==> src/rtl/cpeta_adder.sv <==
// -----------------------------------------------------------------------------
// cpeta_adder -- registered n-bit Carry-Prediction Error-Tolerant Adder.
//
// The operand is split at bit k:
//   * bits k-1..0 (inexact): ETA-I rule. Scanning downward from bit k-1, each
//     bit is A^B until the first bit where A&B=1. That bit and every bit below
//     it are forced to 1. No carry moves inside this part.
//   * bits n-1..k (exact): a true adder whose carry-in is predicted from the
//     two most significant bits of the lower part. The carry-out is dropped,
//     so the result wraps modulo 2^n.
// The combinational result is registered once: latency 1, throughput 1.
//
// Ports:
//   clk        in   rising-edge clock
//   rst        in   synchronous, active-high reset (priority over in_valid)
//   in_valid   in   A/B are sampled at this edge when high
//   A, B       in   n-bit unsigned operands
//   sum        out  registered approximate sum, mod 2^n (holds when idle)
//   out_valid  out  high the cycle after an accepted in_valid
// -----------------------------------------------------------------------------
module cpeta_adder #(
  parameter int n = 16,
  parameter int k = 11
) (
  input  logic         clk,
  input  logic         rst,
  input  logic         in_valid,
  input  logic [n-1:0] A,
  input  logic [n-1:0] B,
  output logic [n-1:0] sum,
  output logic         out_valid
);

  // Per-bit generate/propagate. Only the lower part needs them, because the
  // upper part is a plain adder.
  logic [k-1:0]   g;
  logic [k-1:0]   p;
  logic [k-1:0]   lower;
  logic           c_k;
  logic [n-k-1:0] upper;
  logic [n-1:0]   sum_d;
  logic [n-1:0]   sum_q;
  logic           valid_q;
  logic           seen;

  assign g = A[k-1:0] & B[k-1:0];
  assign p = A[k-1:0] ^ B[k-1:0];

  // ETA-I lower part. 'seen' goes high at the highest generate bit and stays
  // high for every bit below it, which saturates those bits to 1.
  // NOTE: defaults are assigned before the loop so that every path writes
  // every variable; without them this block would infer latches.
  always_comb begin
    seen  = 1'b0;
    lower = '0;
    for (int i = k - 1; i >= 0; i--) begin
      seen     = seen | g[i];
      lower[i] = seen | p[i];
    end
  end

  // Carry prediction into the exact part. It uses only the top two lower bits.
  generate
    if (k >= 2) begin : g_pred2
      assign c_k = g[k-1] | (p[k-1] & g[k-2]);
    end else begin : g_pred1
      assign c_k = g[0];
    end
  endgenerate

  // Exact upper part. The result is kept to n-k bits, so the carry-out drops
  // and the sum wraps.
  assign upper = A[n-1:k] + B[n-1:k] + (n-k)'(c_k);
  assign sum_d = {upper, lower};

  // NOTE: state registers use non-blocking assignments. All flops then update
  // together at the edge, and downstream logic sees no ordering race.
  always_ff @(posedge clk) begin
    if (rst) begin
      sum_q   <= '0;
      valid_q <= 1'b0;
    end else begin
      valid_q <= in_valid;
      if (in_valid) begin
        sum_q <= sum_d;
      end
    end
  end

  assign sum       = sum_q;
  assign out_valid = valid_q;

endmodule

==> config.mk <==
export PLATFORM = sky130hd
export DESIGN_NAME = cpeta_adder
export DESIGN_NICKNAME = d
export VERILOG_FILES = /design/src/rtl/cpeta_adder.sv
export SDC_FILE = /design/constraint.sdc
export NUM_CORES = 1
export LEC_CHECK = 0
export ABC_CLOCK_PERIOD_IN_PS = 2500
export CAP_MARGIN = 30
export CORE_MARGIN = 5
export CORE_UTILIZATION = 39
export CTS_CLUSTER_SIZE = 10
export DETAILED_ROUTE_END_ITERATION = 8
export PLACE_DENSITY = 0.79
export SLEW_MARGIN = 20
export SYNTH_ARGS = -nofsm -noshare
export SYNTH_HDL_FRONTEND = slang
export SYNTH_SLANG_ARGS = --single-unit
==> constraint.sdc <==
create_clock -name clk -period 2.5 [get_ports clk]
set_clock_uncertainty 0.05 [all_clocks]
set_input_delay 0.25 -clock clk [delete_from_list [all_inputs] [get_ports clk]]
set_output_delay 0.25 -clock clk [all_outputs]
set_load 0.05 [all_outputs]
Yosys cells after proc, flatten, opt, wreduce, memory -nomap -nowiden. Cells that the tools add are included.

Output and inout bits: 17. Bits of input ports: 35. Word-level logic and storage cells: 29. Register bits after elaboration: 17.

$add $sub $neg: 2. Bitwise operators: 25.

Operators with widths (number): $or 1x1->1 (22); $and 11x11->11 (1); $xor 11x11->11 (1); $add 5x1->5 (1); $add 5x5->5 (1); $and 1x1->1 (1).

Longest topological paths before layout.
Depth after elaboration: 12. Mapped depth: 8. Depth with buffers taken out: 8.

Worst setup path after synthesis. No wires, ideal clock.

Kind: input port to flip-flop. From: input A[10]. To: register sum_q[15], in the netlist sum[15]. Library setup time: 116 ps. Slack: 348 ps. Stages: 8. Arrival: 1986 ps. Cell sequence: inv_1 ha_1 a21oi_1 fa_1 fa_1 nand2b_1 a2111o_1 o211a_1.

Word-level cells in the longest chain between the ends: 4. Elaborated cells on any way between the ends: 5. Classes of those cells: 1 x add/sub; 4 x bitwise.

Ends and longest elaborated chain: start: declaration (RTL line 28) `input logic [n-1:0] A,`; $xor 11x11->11 (RTL line 47) `assign p = A[k-1:0] ^ B[k-1:0];`; $and 1x1->1 (RTL line 65) `assign c_k = g[k-1] | (p[k-1] & g[k-2]);`; $or 1x1->1 * (RTL line 65); $add 5x1->5 * (RTL line 73) `assign upper = A[n-1:k] + B[n-1:k] + (n-k)'(c_k);`; end signal: assignment (RTL line 85) `sum_q <= sum_d;`; end: declaration (RTL line 42) `logic [n-1:0] sum_q;`.

Every way passes the cells marked *; elsewhere a longest branch is shown, timed or not. A chain may end at the register's enable or synchronous reset.

Final worst setup path. Same ends and word-level chain as after synthesis.

==> metrics.txt <==
CP Data Arrival Time=2.50 ns; area delta synth->final=57.4%; Root Driver=clkbuf_4; Final Non-Filler Cells=194; clock latency on the worst-skew pair=0.29 ns; Leakage=0.000666 µW; initial antenna violation count=0; FF+latch count, synth=17; final wirelength=2.47 mm; hold path cells=2; Hold/Removal Path Class=flip-flop to flip-flop; number of synthesized flops with an enable pin=0; switching share of power=35.0%; worst endpoint required time=2.64 ns; Final Wtd Congestion=0.715; Placed Area=1560 µm²; Worst setup SP type=input port; final setup violation count=0; min-delay src=sum[12]$_SDFFE_PP0P_; Max VDD drop=358 µV; FP Rows=18; Pint=488 µW; Worst setup EP type=flip-flop; Tcrit/Tclk final=94.4%; ANT cells=0; initial core utilization=40.8%; FF-to-FF setup slack=1.73 ns; fraction of layout cells with a size suffix above 1=7.93%; sequential-to-total area share from yosys stat=33.7%; port bufs=51; NumNets Final=217; post-synthesis mux area share=0.990%; minimum clock period=2.36 ns; DIE AREA=3710 µm²; DRC viols=0; vias in the first global route=1026; Mapped Nets=162; count of pins over their slew limit=0; outcome=completed; core area=2480 µm²; Setup Fix Bufs, Post-CTS=0; Combinational Power Share=39.4%; drt first pass iters=4; xor/xnor cell area share of the yosys netlist=1.73%; R2R Path End=sum[15]$_SDFFE_PP0P_; Reg2Reg Depth=3; Primary FF master, synth=dfxtp_1; actual slew at the worst max-slew pin=0.612 ns; DR iter-0 viols=9; largest family of logic cells by synthesized area=adder cells; Switch Pwr=263 µW; largest net degree at the start of global routing=17; # IOs=52; CTS max path bufs=2; post-synthesis cell type count=28; Post-Synth Simple-Gate Area=21.8%; clock sinks=17; die width=60.9 µm; worst r2r src=sum[15]$_SDFFE_PP0P_; hold path endpoint=sum[12]$_SDFFE_PP0P_; gr ovfl total=0; most frequent cells in the layout=clkdlybuf4s50_1 (51), nor2_1 (19), dfxtp_1 (17), ha_1 (15); Pwr Density=472 nW/µm²; Synth Area in Compound Gates=13.2%; hold_buf cts=0; via/cell ratio=5.07; TritonCTS clock tree=done; Worst Path Max Fanout=2; MaxCap Viol Count=0; via count=983; clock share of power=19.9%; commonest non-fill, non-tap cell in the layout=clkdlybuf4s50_1; first-pass GRT wire length=4.13 mm; post-synthesis adder-cell area fraction=22.5%; die extent in y=60.9 µm; Total GRT Usage=15.0%; CTS Buf Count=3; worst relative slew slack=59.1%; yosys warns=0; Final Hold Viols=0; wire per inst=12.7 µm; Detail Placement HPWL=2.06 mm; Mean Syn Cell Area=9.19 µm²; RSZ-0062 raised after global routing=no; Post-Synthesis Cells=110; dpl cells=190; post-synthesis cell area=1010 µm²; Seq pwr share=40.7%; Clock Pin Slew Worst Setup and Hold Paths=0.09 ns; Final ANT Viol Nets=0; Design Area, Final=1590 µm²; FMAX=0.424 GHz; Post-synth ARST share=0%; Crit Path Class=input port to flip-flop; CTS H-tree lvls=1
[synthesized netlist by cell type (all sizes together) (2+ instances only)]
library cell  count  area share [%]
a211oi            9             6.7
a21oi             4             2.0
buf               4             2.4
dfxtp            17              34
fa                2             4.0
ha               15              19
inv               9             3.3
nand2             2            0.74
nand2b            2             1.2
nand3b            2             1.5
nor2             19             7.1
nor3              5             2.5
nor4              6             5.6
o21ai             2            0.99
or4               2             1.9
xnor2             2             1.7
[per-stage QoR]
stage               setup WS [ns]  util (%)  hold WS (ns)  total power (µW)  setup TNS (ns)
global placement           -0.187      63.0         0.417               604          -0.203
floorplan                   0.348         -         0.278               486               0
detailed placement         -0.235      63.0         0.422               610          -0.278
CTS                        0.0777      64.1         0.438               757               0
finish                      0.141      64.2         0.434               751               0
global route               0.0352      64.2         0.459               794               0
[how the worst max path moves through the flow]
| stage | start | end | slack [ns] | cells after the start |
|---|---|---|---|---|
| 6_report | A[10] | sum[15]$_SDFFE_PP0P_ | 0.14 | 9 |
| 5_1_grt | B[10] | sum[15]$_SDFFE_PP0P_ | 0.04 | 9 |
| 4_1_cts | A[10] | sum[15]$_SDFFE_PP0P_ | 0.08 | 9 |
| 3_5_place_dp | A[10] | sum[15]$_SDFFE_PP0P_ | -0.24 | 9 |
| 3_3_place_gp | A[10] | sum[15]$_SDFFE_PP0P_ | -0.19 | 9 |
| 2_1_floorplan | A[10] | sum[15]$_SDFFE_PP0P_ | 0.35 | 8 |
[layer usage]
| layer | GRT usage [%] | vias up | share of wire, % |
|---|---|---|---|
| li1 | - | 503 | - |
| met1 | 14.7 | 443 | 38 |
| met2 | 27.8 | 33 | 51 |
| met3 | 5.96 | 4 | 9.6 |
| met4 | 6.50 | 0 | 1.5 |
| met5 | 0 | - | 0 |
[flip-flops by register name, indices dropped and copies added (netlist names)]
signal and cells:
out_valid 1, sum 16
[power groups by stage]
stage	Combinational [µW]	Sequential, µW	Clock [µW]
finish	296	306	149
global route	321	309	164
CTS	299	306	152
global placement	292	312	0
floorplan	93.8	392	0
detailed placement	298	312	0
[worst max-delay path, stage by stage]
cell,delay (ns)
clkdlybuf4s50_1,0.48
inv_1,0.05
ha_1,0.27
a21oi_1,0.08
fa_2,0.35
fa_1,0.38
nand2b_1,0.17
a2111o_1,0.36
o211a_1,0.11
[logic make-up (layout without fill, tap and decap cells)]
family / after synthesis / after routing
flip-flops: 17 / 17
AND/OR/NAND/NOR: 40 / 40
XOR/XNOR: 2 / 2
multiplexers: 1 / 1
adder cells (fa/ha/maj): 17 / 17
buffers and inverters: 14 / 68
AO/OA/AOI/OAI: 19 / 19
[cell type report]
| cell class | count | area, µm² |
|---|---|---|
| Sequential cell | 17 | 340 |
| Timing Repair Buffer | 55 | 541 |
| Clock inverter | 1 | 5.00 |
| Multi-Input combinational cell | 79 | 612 |
| Fill cell | 237 | 886 |
| Inverter | 9 | 33.8 |
| Tap cell | 30 | 37.5 |
| Clock buffer | 3 | 22.5 |
[timing repair]
item                       4_1_cts  5_1_grt
hold endpoints to repair         0        0
resized for setup                0        1
setup endpoints to repair        0        1
No activity file was read; power rests on OpenSTA's default activity.
